==> src/rtl/prog_cntr_param_if.sv <==
// Fetch-PC bundle: redirect/stall controls in, fetch PC, branch base PC and
// trap PC out. The master drives the controls; the PC block is the slave.
interface prog_cntr_param_if #(
  parameter int XLEN = 32
);
  logic            stall_vald;
  logic            trap_vald;
  logic            jalr_vald;
  logic [XLEN-1:0] jalr_addr;
  logic            branch_vald;
  logic [XLEN-1:0] imm;
  logic            ilen16;
  logic [XLEN-1:0] prog_cntr;
  logic [XLEN-1:0] prog_cntr_base;
  logic            redirect_vald;
  logic [XLEN-1:0] epc;

  modport master (
    output stall_vald, trap_vald, jalr_vald, jalr_addr, branch_vald, imm, ilen16,
    input  prog_cntr, prog_cntr_base, redirect_vald, epc
  );

  modport slave (
    input  stall_vald, trap_vald, jalr_vald, jalr_addr, branch_vald, imm, ilen16,
    output prog_cntr, prog_cntr_base, redirect_vald, epc
  );
endinterface

==> src/rtl/prog_cntr_param.sv <==
// Fetch program counter with HIST_DEPTH-deep PC history for late branch
// resolution, trap redirect with EPC capture and optional compressed stepping.
module prog_cntr_param #(
  parameter int              XLEN       = 32,
  parameter logic [XLEN-1:0] RESET_VEC  = '0,
  parameter logic [XLEN-1:0] TRAP_VEC   = 'h100,
  parameter int              HIST_DEPTH = 1,
  parameter bit              C_EXT      = 1'b0
) (
  input  logic               clk,
  input  logic               srst_n,
  prog_cntr_param_if.slave   bus
);

  logic [XLEN-1:0] prog_cntr_q;
  logic [XLEN-1:0] pc_hist [HIST_DEPTH];
  logic [XLEN-1:0] epc_q;
  logic            redirect_q;

  logic [XLEN-1:0] base_pc;
  logic [XLEN-1:0] step;
  logic [XLEN-1:0] next_pc;
  logic            redirect_next;
  logic            hist_shift;

  assign base_pc    = pc_hist[HIST_DEPTH-1];
  assign step       = (C_EXT && bus.ilen16) ? XLEN'(2) : XLEN'(4);
  // A trap overrides a stall, so the history still advances on a trap cycle.
  assign hist_shift = bus.trap_vald | ~bus.stall_vald;

  // NOTE: next_pc is assigned on every path of the if/else chain so the
  // block stays purely combinational; a missing branch would infer a latch.
  always_comb begin
    next_pc = prog_cntr_q + step;
    if (bus.trap_vald)        next_pc = TRAP_VEC;
    else if (bus.stall_vald)  next_pc = prog_cntr_q;
    else if (bus.jalr_vald)   next_pc = bus.jalr_addr & ~XLEN'(1);
    else if (bus.branch_vald) next_pc = base_pc + bus.imm;
  end

  // A redirect held off by a stall is dropped; the hazard unit re-presents it.
  assign redirect_next = bus.trap_vald |
                         (~bus.stall_vald & (bus.jalr_vald | bus.branch_vald));

  // NOTE: sequential state uses non-blocking assignments so every register
  // samples pre-edge values; pc_hist[i] <= pc_hist[i-1] relies on this.
  // NOTE: the history array is reset entry by entry because the branch base
  // must equal RESET_VEC until real fetch PCs have shifted in.
  always_ff @(posedge clk or negedge srst_n) begin
    if (!srst_n) begin
      prog_cntr_q <= RESET_VEC;
      redirect_q  <= 1'b0;
      epc_q       <= '0;
      for (int i = 0; i < HIST_DEPTH; i++) pc_hist[i] <= RESET_VEC;
    end else begin
      prog_cntr_q <= next_pc;
      redirect_q  <= redirect_next;
      if (bus.trap_vald) epc_q <= base_pc;
      if (hist_shift) begin
        pc_hist[0] <= prog_cntr_q;
        for (int i = 1; i < HIST_DEPTH; i++) pc_hist[i] <= pc_hist[i-1];
      end
    end
  end

  assign bus.prog_cntr      = prog_cntr_q;
  assign bus.prog_cntr_base = base_pc;
  assign bus.redirect_vald  = redirect_q;
  assign bus.epc            = epc_q;

endmodule

==> src/flat_wrapper.sv <==
// flat-port wrapper written by rule: the top's interface ports become plain ports
module prog_cntr_param_flat 
#(
  parameter int              XLEN       = 32,
  parameter logic [XLEN-1:0] RESET_VEC  = '0,
  parameter logic [XLEN-1:0] TRAP_VEC   = 'h100,
  parameter int              HIST_DEPTH = 1,
  parameter bit              C_EXT      = 1'b0
)
  (clk, srst_n, bus_stall_vald, bus_trap_vald, bus_jalr_vald, bus_jalr_addr, bus_branch_vald, bus_imm, bus_ilen16, bus_prog_cntr, bus_prog_cntr_base, bus_redirect_vald, bus_epc);
  prog_cntr_param_if #(.XLEN(XLEN)) bus_i ();
  input  logic clk;
  input  logic srst_n;
  input wire logic [$bits(bus_i.stall_vald)-1:0] bus_stall_vald;
  input wire logic [$bits(bus_i.trap_vald)-1:0] bus_trap_vald;
  input wire logic [$bits(bus_i.jalr_vald)-1:0] bus_jalr_vald;
  input wire logic [$bits(bus_i.jalr_addr)-1:0] bus_jalr_addr;
  input wire logic [$bits(bus_i.branch_vald)-1:0] bus_branch_vald;
  input wire logic [$bits(bus_i.imm)-1:0] bus_imm;
  input wire logic [$bits(bus_i.ilen16)-1:0] bus_ilen16;
  output wire logic [$bits(bus_i.prog_cntr)-1:0] bus_prog_cntr;
  output wire logic [$bits(bus_i.prog_cntr_base)-1:0] bus_prog_cntr_base;
  output wire logic [$bits(bus_i.redirect_vald)-1:0] bus_redirect_vald;
  output wire logic [$bits(bus_i.epc)-1:0] bus_epc;
  assign bus_i.stall_vald = bus_stall_vald;
  assign bus_i.trap_vald = bus_trap_vald;
  assign bus_i.jalr_vald = bus_jalr_vald;
  assign bus_i.jalr_addr = bus_jalr_addr;
  assign bus_i.branch_vald = bus_branch_vald;
  assign bus_i.imm = bus_imm;
  assign bus_i.ilen16 = bus_ilen16;
  assign bus_prog_cntr = bus_i.prog_cntr;
  assign bus_prog_cntr_base = bus_i.prog_cntr_base;
  assign bus_redirect_vald = bus_i.redirect_vald;
  assign bus_epc = bus_i.epc;
  prog_cntr_param #(.XLEN(XLEN), .RESET_VEC(RESET_VEC), .TRAP_VEC(TRAP_VEC), .HIST_DEPTH(HIST_DEPTH), .C_EXT(C_EXT)) u_core (.clk(clk), .srst_n(srst_n), .bus(bus_i));
endmodule
==> config.mk <==
export PLATFORM = sky130hd
export DESIGN_NAME = prog_cntr_param_flat
export DESIGN_NICKNAME = d
export VERILOG_FILES = /design/src/rtl/prog_cntr_param_if.sv /design/src/rtl/prog_cntr_param.sv /design/src/flat_wrapper.sv
export SDC_FILE = /design/constraint.sdc
export NUM_CORES = 1
export LEC_CHECK = 0
export CAP_MARGIN = 10
export CORE_AREA = 2 2 116 118
export CTS_CLUSTER_DIAMETER = 30
export CTS_CLUSTER_SIZE = 16
export DETAILED_ROUTE_END_ITERATION = 8
export DIE_AREA = 0 0 118 120
export MAX_ROUTING_LAYER = met4
export PLACE_DENSITY = 0.87
export SLEW_MARGIN = 40
export SYNTH_ARGS = -nofsm -noshare
export SYNTH_HDL_FRONTEND = slang
export SYNTH_SLANG_ARGS = --single-unit
==> constraint.sdc <==
create_clock -name clk -period 3.33 [get_ports clk]
set_input_delay 0.8325 -clock clk [delete_from_list [all_inputs] [get_ports clk]]
set_output_delay 0.8325 -clock clk [all_outputs]
set_load 0.1 [all_outputs]
==> flow_summary.ini <==
[layout]
layout-drive-gt1-share_pct = 25.3
final_nets = 1042
area_delta_synth_final_pct = 38.2
antenna_cells = 0
design_area_sq_um = 8760
fin_util_pct = 67.5

[timing]
fin_setup_tns_ns = 0
setup_violations = 0
worst_slew_pin_slew_ns = 0.756
drv_slew = 0
rsz0062_at_grt = yes
hold_slack_ns = 0.508
fin_crit_sh_pct = 97.1
max_freq_ghz = 0.309
slew_headroom_pct = 49.6
fin_skew_ns = 0.0114
fin_crit_ns = 3.23
hold_violations = 0

[placement]
place_congestion = 0.955
port_buffers = 165
dp_hpwl_mm = 14.7
place_area_sq_um = 8360

[clock_tree]
clockRootBuffer = clkbuf_16
cts_tree = done
cts_buffer_depth = 2
h-tree-depth = 3
clock-sinks = 97
postCtsHoldBufs = 0
clk_pin_slew_ns = 0.07
clk_latency_ns = 0.36
numCtsBuffers = 9

[critical_path]
critical_path.cell_chain = clkdlybuf4s50_1 > ha_1 > inv_1 > fa_2 > nor2b_4 > o2111ai_4 > a21oi_4 > a21boi_2 > a221oi_4 > xnor2_1 > a211o_1 > a221oi_2
crit_buf_inv = 2
cp-start-kind = input port
critPathKind = input port to flip-flop
arrival_ns = 3.50
path_delay_family = compound AO/OA/AOI/OAI gates
cp_max_fo = 3
endpoint_kind = flip-flop
cp_slowest_stage_delay_ns = 0.46
crit_required_ns = 3.60
worst_path_max_delay_cell = clkdlybuf4s50_1

[routing]
dr.first_iter.drc_count = 486
vias_per_cell = 5.75
drc = 0
num_vias = 6435
wl_per_cell_um = 17.7
first_pass_iters = 5
drt-total-wl_mm = 19.8
ant_nets = 0

[min_path]
hold_path.class = flip-flop to flip-flop

[global_route]
track_usage_pct = 29.0
antenna_found_initial = 0
grt_overflow = 0
grt_pass1_vias = 6144
grt_pass1_wl_mm = 31.7
grt_max_degree = 57

[power]
p_comb_share_pct = 43.0
power_density_nw_per_um2 = 507
power.internal_mw = 2.52
seqPwrFrac_pct = 31.5
p_sw_share_pct = 43.2
switchingPower_mw = 1.92
vdd_drop_max_mv = 0.229
p_leak_nw = 4.25
power_mw = 4.44
clkPwrFrac_pct = 25.5

[synth]
postSynthAreaPerCell_sq_um = 8.72
synth.largest_area_cell = dfrtp_1
synth_top_area_share_pct = 38.3
synth_common_cells = nand2_1 (133), dfrtp_1 (97), a21oi_1 (61)
yosysSeqAreaShare_pct = 38.3
synthArstFlopShare_pct = 100
syn-instance-count = 727
synth_area_sq_um = 6340
synth-seq-cells = 97
synth.area.top_cells = dfrtp_1 (38%), nand2_1 (7.9%), ha_1 (6.3%)
yosysUniqueCellTypes = 61
syn-num-nets = 831
synth.most_common_cell = nand2_1
yosys_warnings = 0
synthFlopType = dfrtp_1
synth_edf_count = 0

[floorplanning]
die_w_um = 118
initial_core_util_pct = 48.8
coreArea_sq_um = 13000
die-area_sq_um = 14200
die_h_um = 120
rows = 42
pin_count = 168

[run_status]
outcome = finished, final reports clean

[run]
cap_violations = 0
[metrics by stage]
stage / std cells / setup slack (ns)
floorplan: 727 / 0.0962
global placement: 1102 / -0.403
detailed placement: 1102 / -0.455
CTS: 1118 / 0.0304
global route: 1119 / -0.0266
finish: 1119 / 0.0972
[layout make-up]
cell class              count  area (sq um)
fillers                  1034          4220
flip-flops and latches     97          2430
multi-input cells         572          3770
inverters                  19          71.3
clock inverters             5          80.1
well taps                 176           220
clock buffers              11           233
repair buffers            239          1960
[state kept, by name, indices dropped and copies added (netlist names)]
| name | count |
|---|---|
| u_core.bus.prog_cntr_base | 32 |
| u_core.bus.epc | 32 |
| u_core.bus.prog_cntr | 32 |
| u_core.bus.redirect_vald | 1 |
[power groups by stage]
| stage | combinational (mW) | sequential (mW) | clock (mW) |
|---|---|---|---|
| after floorplan | 0.542 | 2.18 | 0 |
| after global placement | 1.85 | 1.41 | 0 |
| after detailed placement | 1.87 | 1.42 | 0 |
| after CTS | 1.89 | 1.40 | 1.14 |
| after global routing | 2.00 | 1.42 | 1.19 |
| final | 1.91 | 1.40 | 1.13 |
[per-layer routing]
metal	global-route usage, %	part of all wire (%)
met2	46.4	47
met3	3.56	7.2
met4	12.1	2.9
met5	-	0
met1	37.6	42
[worst paths after layout]
check	endpoint	depth (start not counted)	start	slack (ns)
setup / recovery	u_core.bus.prog_cntr[24]	12	bus_imm[0]	0.1
hold / removal	u_core.bus.epc[28]	1	u_core.bus.epc[28]	0.51
setup reg to reg	u_core.bus.prog_cntr[24]	11	u_core.bus.prog_cntr_base[0]	0.59
hold reg to reg	u_core.bus.epc[28]	1	u_core.bus.epc[28]	0.51
max in group asynchronous	u_core.bus.prog_cntr_base[19]	2	srst_n	2.02
min in group asynchronous	u_core.bus.epc[4]	1	srst_n	0.52
[placed cells by master, fill, tap and decap left out, types with 3 or more instances in the layout]
cell,instances
buf_4,172
nand2_1,133
dfrtp_1,97
clkdlybuf4s50_1,66
a21oi_1,60
o21ai_0,47
nor2_1,42
mux2_2,32
ha_1,32
xnor2_1,28
a21o_1,22
inv_1,19
xor2_1,15
nand4_1,14
nand3_1,12
a221oi_1,11
nor3_1,9
a211o_1,9
clkbuf_16,9
and3_1,7
nand2b_1,6
o21ai_1,6
nor4_1,6
nor2b_1,5
and2_1,4
o211ai_1,4
a211oi_1,4
o21bai_1,4
a31oi_1,4
a32o_1,3
and4_1,3
o21a_1,3
a22o_1,3
[repair_timing]
action / in CTS / in global routing
pin swaps: 2 / 3
resized for setup: 4 / 10
setup buffers: 0 / 1
endpoints found under the setup margin: 1 / 11
[logic make-up after synthesis]
group           Yosys count  synth area share (%)
compound gates          209                  21.5
xor+xnor                 43                  5.94
fa+ha+maj                33                  6.63
buf+inv                  58                  3.51
flops                    97                  38.3
mux                      34                  6.00
simple gates            253                  18.2
Power figures use the tool's default switching activity.
